**src/rtl/led_disp_pkg.sv**
```systemverilog
// Shared display constants: logical (active-high) hex-to-segment table in {g,f,e,d,c,b,a} order,
// the all-dark pattern and the digit-select state type used by the scanner.
package led_disp_pkg;

  localparam logic [6:0] SEG_OFF = 7'h00;

  // 0-9, A, b, C, d, E, F
  localparam logic [6:0] HEX_SEG_TABLE [16] = '{
    7'h3F, 7'h06, 7'h5B, 7'h4F,
    7'h66, 7'h6D, 7'h7D, 7'h07,
    7'h7F, 7'h6F, 7'h77, 7'h7C,
    7'h39, 7'h5E, 7'h79, 7'h71
  };

  typedef enum logic {
    DIGIT_LO = 1'b0,
    DIGIT_HI = 1'b1
  } digit_sel_e;

  function automatic logic [6:0] hex_seg(input logic [3:0] nibble);
    return HEX_SEG_TABLE[nibble];
  endfunction

endpackage

```
**src/rtl/hex_to_seg7.sv**
```systemverilog
// Combinational nibble decoder producing the logical (active-high) 7-segment pattern.
module hex_to_seg7
  import led_disp_pkg::*;
(
  input  logic [3:0] nibble,
  output logic [6:0] pattern
);

  // table lookup, no polarity handling here
  always_comb begin
    pattern = hex_seg(nibble);
  end

endmodule

```
**src/rtl/led_hex_scan.sv**
```systemverilog
// Two-digit multiplexed hex display driver with per-slot dead time, PWM dimming and
// frame-aligned sampling of the displayed byte; all outputs registered.
module led_hex_scan
  import led_disp_pkg::*;
#(
  parameter int CLK_FREQ_HZ    = 50_000_000,
  parameter int SCAN_HZ        = 1000,
  parameter int BLANK_CYCLES   = 64,
  parameter int PWM_BITS       = 4,
  parameter int SEG_ACTIVE_LOW = 1,
  parameter int DIG_ACTIVE_LOW = 1,
  parameter int LZ_BLANK       = 0
) (
  input  logic                clk,
  input  logic                reset_n,
  input  logic [7:0]          value,
  input  logic [PWM_BITS-1:0] brightness,
  output logic [6:0]          seg,
  output logic                dp,
  output logic [1:0]          dig,
  output logic                frame_tick
);

  localparam int DIV   = CLK_FREQ_HZ / SCAN_HZ;
  localparam int CNT_W = (DIV > 1) ? $clog2(DIV) : 1;

  localparam logic [CNT_W-1:0] SLOT_LAST = CNT_W'(DIV - 1);
  localparam logic [CNT_W-1:0] BLANK_END = CNT_W'(BLANK_CYCLES);

  localparam logic [6:0] SEG_MASK = (SEG_ACTIVE_LOW != 0) ? 7'h7F : 7'h00;
  localparam logic       DP_OFF   = (SEG_ACTIVE_LOW != 0) ? 1'b1 : 1'b0;
  localparam logic [1:0] DIG_MASK = (DIG_ACTIVE_LOW != 0) ? 2'b11 : 2'b00;

  logic [CNT_W-1:0]    slot_cnt_r;
  logic [PWM_BITS-1:0] pwm_cnt_r;
  logic [7:0]          shadow_r;
  digit_sel_e          sel_r;
  digit_sel_e          sel_next_s;

  logic       slot_wrap_s;
  logic       frame_start_s;
  logic [3:0] nibble_s;
  logic [6:0] pattern_s;
  logic       pwm_on_s;
  logic       lz_dark_s;
  logic       digit_on_s;
  logic [1:0] dig_log_s;
  logic [6:0] seg_log_s;

  logic [6:0] seg_r;
  logic       dp_r;
  logic [1:0] dig_r;
  logic       frame_tick_r;

  assign slot_wrap_s   = (slot_cnt_r == SLOT_LAST);
  assign frame_start_s = slot_wrap_s && (sel_r == DIGIT_HI);

  // Slot timer, PWM ramp and frame-aligned shadow capture
  always_ff @(posedge clk or negedge reset_n) begin
    if (!reset_n) begin
      slot_cnt_r <= {CNT_W{1'b0}};
      pwm_cnt_r  <= {PWM_BITS{1'b0}};
      shadow_r   <= 8'h00;
    end else begin
      pwm_cnt_r <= pwm_cnt_r + PWM_BITS'(1);
      if (slot_wrap_s) begin
        slot_cnt_r <= {CNT_W{1'b0}};
      end else begin
        slot_cnt_r <= slot_cnt_r + CNT_W'(1);
      end
      if (frame_start_s) begin
        shadow_r <= value;
      end else begin
        shadow_r <= shadow_r;
      end
    end
  end

  // Digit-select state register
  always_ff @(posedge clk or negedge reset_n) begin
    if (!reset_n) begin
      sel_r <= DIGIT_LO;
    end else begin
      sel_r <= sel_next_s;
    end
  end

  // Digit-select next state: alternate on every slot wrap
  always_comb begin
    sel_next_s = sel_r;
    if (slot_wrap_s) begin
      case (sel_r)
        DIGIT_LO: sel_next_s = DIGIT_HI;
        DIGIT_HI: sel_next_s = DIGIT_LO;
        default:  sel_next_s = DIGIT_LO;
      endcase
    end else begin
      sel_next_s = sel_r;
    end
  end

  assign nibble_s = (sel_r == DIGIT_HI) ? shadow_r[7:4] : shadow_r[3:0];

  hex_to_seg7 u_hex_to_seg7 (
    .nibble  (nibble_s),
    .pattern (pattern_s)
  );

  // Full scale bypasses the compare so all-ones really means 100 % duty
  assign pwm_on_s   = (&brightness) || (pwm_cnt_r < brightness);
  assign lz_dark_s  = (LZ_BLANK != 0) && (sel_r == DIGIT_HI) && (shadow_r[7:4] == 4'h0);
  assign digit_on_s = (slot_cnt_r >= BLANK_END) && pwm_on_s && !lz_dark_s;

  // Output decode: one-hot digit and its pattern, or everything dark
  always_comb begin
    dig_log_s = 2'b00;
    seg_log_s = SEG_OFF;
    if (digit_on_s) begin
      case (sel_r)
        DIGIT_LO: dig_log_s = 2'b01;
        DIGIT_HI: dig_log_s = 2'b10;
        default:  dig_log_s = 2'b00;
      endcase
      seg_log_s = pattern_s;
    end else begin
      dig_log_s = 2'b00;
      seg_log_s = SEG_OFF;
    end
  end

  // Output registers with pin polarity applied
  always_ff @(posedge clk or negedge reset_n) begin
    if (!reset_n) begin
      seg_r        <= SEG_OFF ^ SEG_MASK;
      dp_r         <= DP_OFF;
      dig_r        <= DIG_MASK;
      frame_tick_r <= 1'b0;
    end else begin
      seg_r        <= seg_log_s ^ SEG_MASK;
      dp_r         <= DP_OFF;
      dig_r        <= dig_log_s ^ DIG_MASK;
      frame_tick_r <= frame_start_s;
    end
  end

  assign seg        = seg_r;
  assign dp         = dp_r;
  assign dig        = dig_r;
  assign frame_tick = frame_tick_r;

endmodule

```
**config.mk**
```make
export PLATFORM = sky130hd
export DESIGN_NAME = led_hex_scan
export DESIGN_NICKNAME = d
export VERILOG_FILES = /design/src/rtl/led_disp_pkg.sv /design/src/rtl/hex_to_seg7.sv /design/src/rtl/led_hex_scan.sv
export SDC_FILE = /design/constraint.sdc
export NUM_CORES = 1
export LEC_CHECK = 0
export ABC_CLOCK_PERIOD_IN_PS = 4600
export CORE_ASPECT_RATIO = 2
export CORE_MARGIN = 10
export CORE_UTILIZATION = 60
export CTS_CLUSTER_DIAMETER = 120
export CTS_CLUSTER_SIZE = 12
export DETAILED_ROUTE_END_ITERATION = 16
export PLACE_DENSITY = 0.83
export SLEW_MARGIN = 20
export SYNTH_ARGS = -nofsm -noshare
export SYNTH_HDL_FRONTEND = slang
export SYNTH_HIERARCHICAL = 1
export SYNTH_SLANG_ARGS = --single-unit
export TNS_END_PERCENT = 20
```
**constraint.sdc**
```tcl
create_clock -name clk -period 4.6 [get_ports clk]
set_input_delay 0.92 -clock clk [delete_from_list [all_inputs] [get_ports clk]]
set_output_delay 0.92 -clock clk [all_outputs]
set_load 0.01 [all_outputs]
```
==> metrics.txt <==
post-synth top area share=0.351; most common cell after layout, fill and taps aside=dfrtp_1; Final ANT Viol Nets=0; Starting Density=0.626; Worst Path Required=3.68 ns; GR Overflow Total=0; VDD IR-drop max=0.270 mV; std cell rows=30; CTS max path bufs=2; Mapped Nets=219; die area=6500 um^2; crit path max-delay cell type=clkdlybuf4s50_1; maximum clock rate=438 MHz; Crit path arrival time=1.36 ns; hold buffer count at CTS=0; Max Cap Viol=0; CTS Root Cell=clkbuf_8; final period utilization=0.496; vias in the first global route=1546; Min-Delay Path Class=flip-flop to flip-flop; Die X=62.2 um; synth-to-layout area growth=16.3%; pre-CTS worst setup slack=2.15 ns; routed vias=1482; largest net degree at the start of global routing=40; CP Cell Sequence=clkdlybuf4s50_1; post-cts resize count=0; drt drc=0; I/O Buffers=23; sequential share of the synthesized area=0.461; DR vias/cell=5.57; Tightest Pin Transition=0.853 ns; Antenna diodes=0; Syn Inst Count=192; RSZ-0062 raised after global routing=no; largest delay contributor family on the critical path=buffers and inverters; Yosys cell types=45; H-tree depth=2; # nets final=244; insertion delay to the later sink of the worst-skew pair=0.29 ns; DRT Pass-1 Iters=4; CTS sink cnt=39; post-placement cell count=258; GR Util All Layers=0.140; most frequent cells in the layout=dfrtp_1 (30), clkdlybuf4s50_1 (22), inv_1 (14), nor2_1 (14), ha_1 (13); status=complete, no violations; final wirelength=4380 um; Die Y=104 um; Primary FF master, synth=dfrtp_1; Wirelength per Cell=16.5 um; initial antenna violation count=0; synthesized flop and latch total=39; Final HPWL DP=3290 um; CP Class=flip-flop to primary output; Final Hold Viols=0; Clk pin slew, worst setup/hold paths=0.08 ns; flop2flop setup slack=2.46 ns; final core utilization=0.728; synthesized area=2140 um^2; Synth Warn #=6; setup violation total in the final timing report=0; fin. max-slew vios=0; Top Ports=25; Sequential Area=987 um^2; WP buf/inv=1; dominant cell type by area after synthesis=dfrtp_1; Period minus WS final=2.28 ns; drt initial violations=34; Finished Layout Cells=266; startpoint type of the worst setup path=flip-flop; Pwr Density=264 nW/um^2; slowest cell delay on critical path=0.54 ns; synthesized area per cell=11.1 um^2; post-CTS setup buffer count=0; total leakage power=1.15 nW; CP endpoint kind=primary output; Core Footprint=3420 um^2; Max transition margin=0.431; area of the multi-input gates=1050 um^2; Post-synth EDFFs=0; Critical Path Fanout Max=1; fraction of layout cells with a size suffix above 1=0.183; gpl congestion=0.871; setup ws final=2.32 ns; CTS tree=built; number of fill cells=246; global-route wire length before repair=7450 um; async set-reset flop share out of synthesis=1.00; final setup TNS=0 ns; Final Skew=0.00469 ns; cts bufs inserted=5; top cells by area, synth=dfrtp_1 (35%), dfstp_2 (11%), ha_1 (7.6%), mux2_4 (5.6%), mux2_2 (3.7%)
[flip-flops by register name, summed over array words and instances (netlist names)]
| signal | cells |
|---|---|
| shadow_r | 8 |
| slot_cnt_r | 16 |
| dig | 2 |
| frame_tick | 1 |
| pwm_cnt_r | 4 |
| seg | 7 |
| sel_r | 1 |
[through the flow]
stage,cell area [um^2],total power [mW],hold WS (ns)
2_1_floorplan,2140,0.385,0.435
3_3_place_gp,2380,0.403,0.463
3_5_place_dp,2380,0.406,0.487
4_1_cts,2490,0.659,0.498
5_1_grt,2490,0.678,0.505
6_report,2490,0.656,0.492
[cells in the mapped netlist (2+ instances only)]
master and n:
nand2b_1 3, mux2_4 8, ha_1 13, dfstp_2 9, mux2i_1 2, xnor2_1 8
or4_1 2, nand3_1 6, xor2_1 7, and4_1 2, nor2_1 14, buf_4 2
nand4_1 3, nor3_1 3, or3_1 2, dfrtp_1 30, o21ai_0 10, nor2b_1 10
nand2_1 8, a22oi_1 2, buf_6 2, a21oi_1 4, inv_1 14, mux2_2 7
[layer usage]
layer  GRT usage  up-vias  share of wire
met2       0.261       34           0.58
met1       0.136      737           0.36
met5           0        -              0
met3      0.0302       13          0.032
met4      0.0740        0          0.029
li1            -      698              -
[final cells by class]
cell class                      instances  area share
Clock inverter                          1     0.00302
Timing Repair Buffer                   23      0.0905
Sequential cell                        39       0.397
Clock buffer                            7      0.0387
Multi-Input combinational cell        132       0.422
Inverter                               16      0.0252
Tap cell                               48      0.0241
[power by group]
group / total, mW / switching, mW / internal (mW)
Sequential: 0.349 / 0.00193 / 0.347
Clock: 0.256 / 0.120 / 0.136
Combinational: 0.0513 / 0.0244 / 0.0269
[worst reg2reg max path: cells and delay by family (launching register included)]
family,cells,cell delay (ns)
multiplexers,2,0.85
flip-flops,1,0.51
adder cells (fa/ha/maj),1,0.26
buffers and inverters,2,0.20
AND/OR/NAND/NOR,1,0.14
AO/OA/AOI/OAI,1,0.09
[cell families after synthesis]
kind of cell               share of synthesized area
xor gates and xnor gates                      0.0614
muxes                                          0.113
other                                        0.00175
and+or+nand+nor                                0.180
adders and majority gates                     0.0760
DFF                                            0.461
buffers and inverters                         0.0485
AOI/OAI and AO/OA                             0.0579
[worst paths after layout]
| path | start | depth (start not counted) | to |
|---|---|---|---|
| max | dig[1] | 1 | dig[1] |
| min | pwm_cnt_r[0] | 1 | pwm_cnt_r[0] |
| max reg2reg | sel_r | 7 | seg[3] |
| min reg2reg | pwm_cnt_r[0] | 1 | pwm_cnt_r[0] |
| max in group asynchronous | reset_n | 1 | shadow_r[3] |
| min in group asynchronous | reset_n | 1 | slot_cnt_r[0] |
No activity file was read; power rests on OpenSTA's default activity.
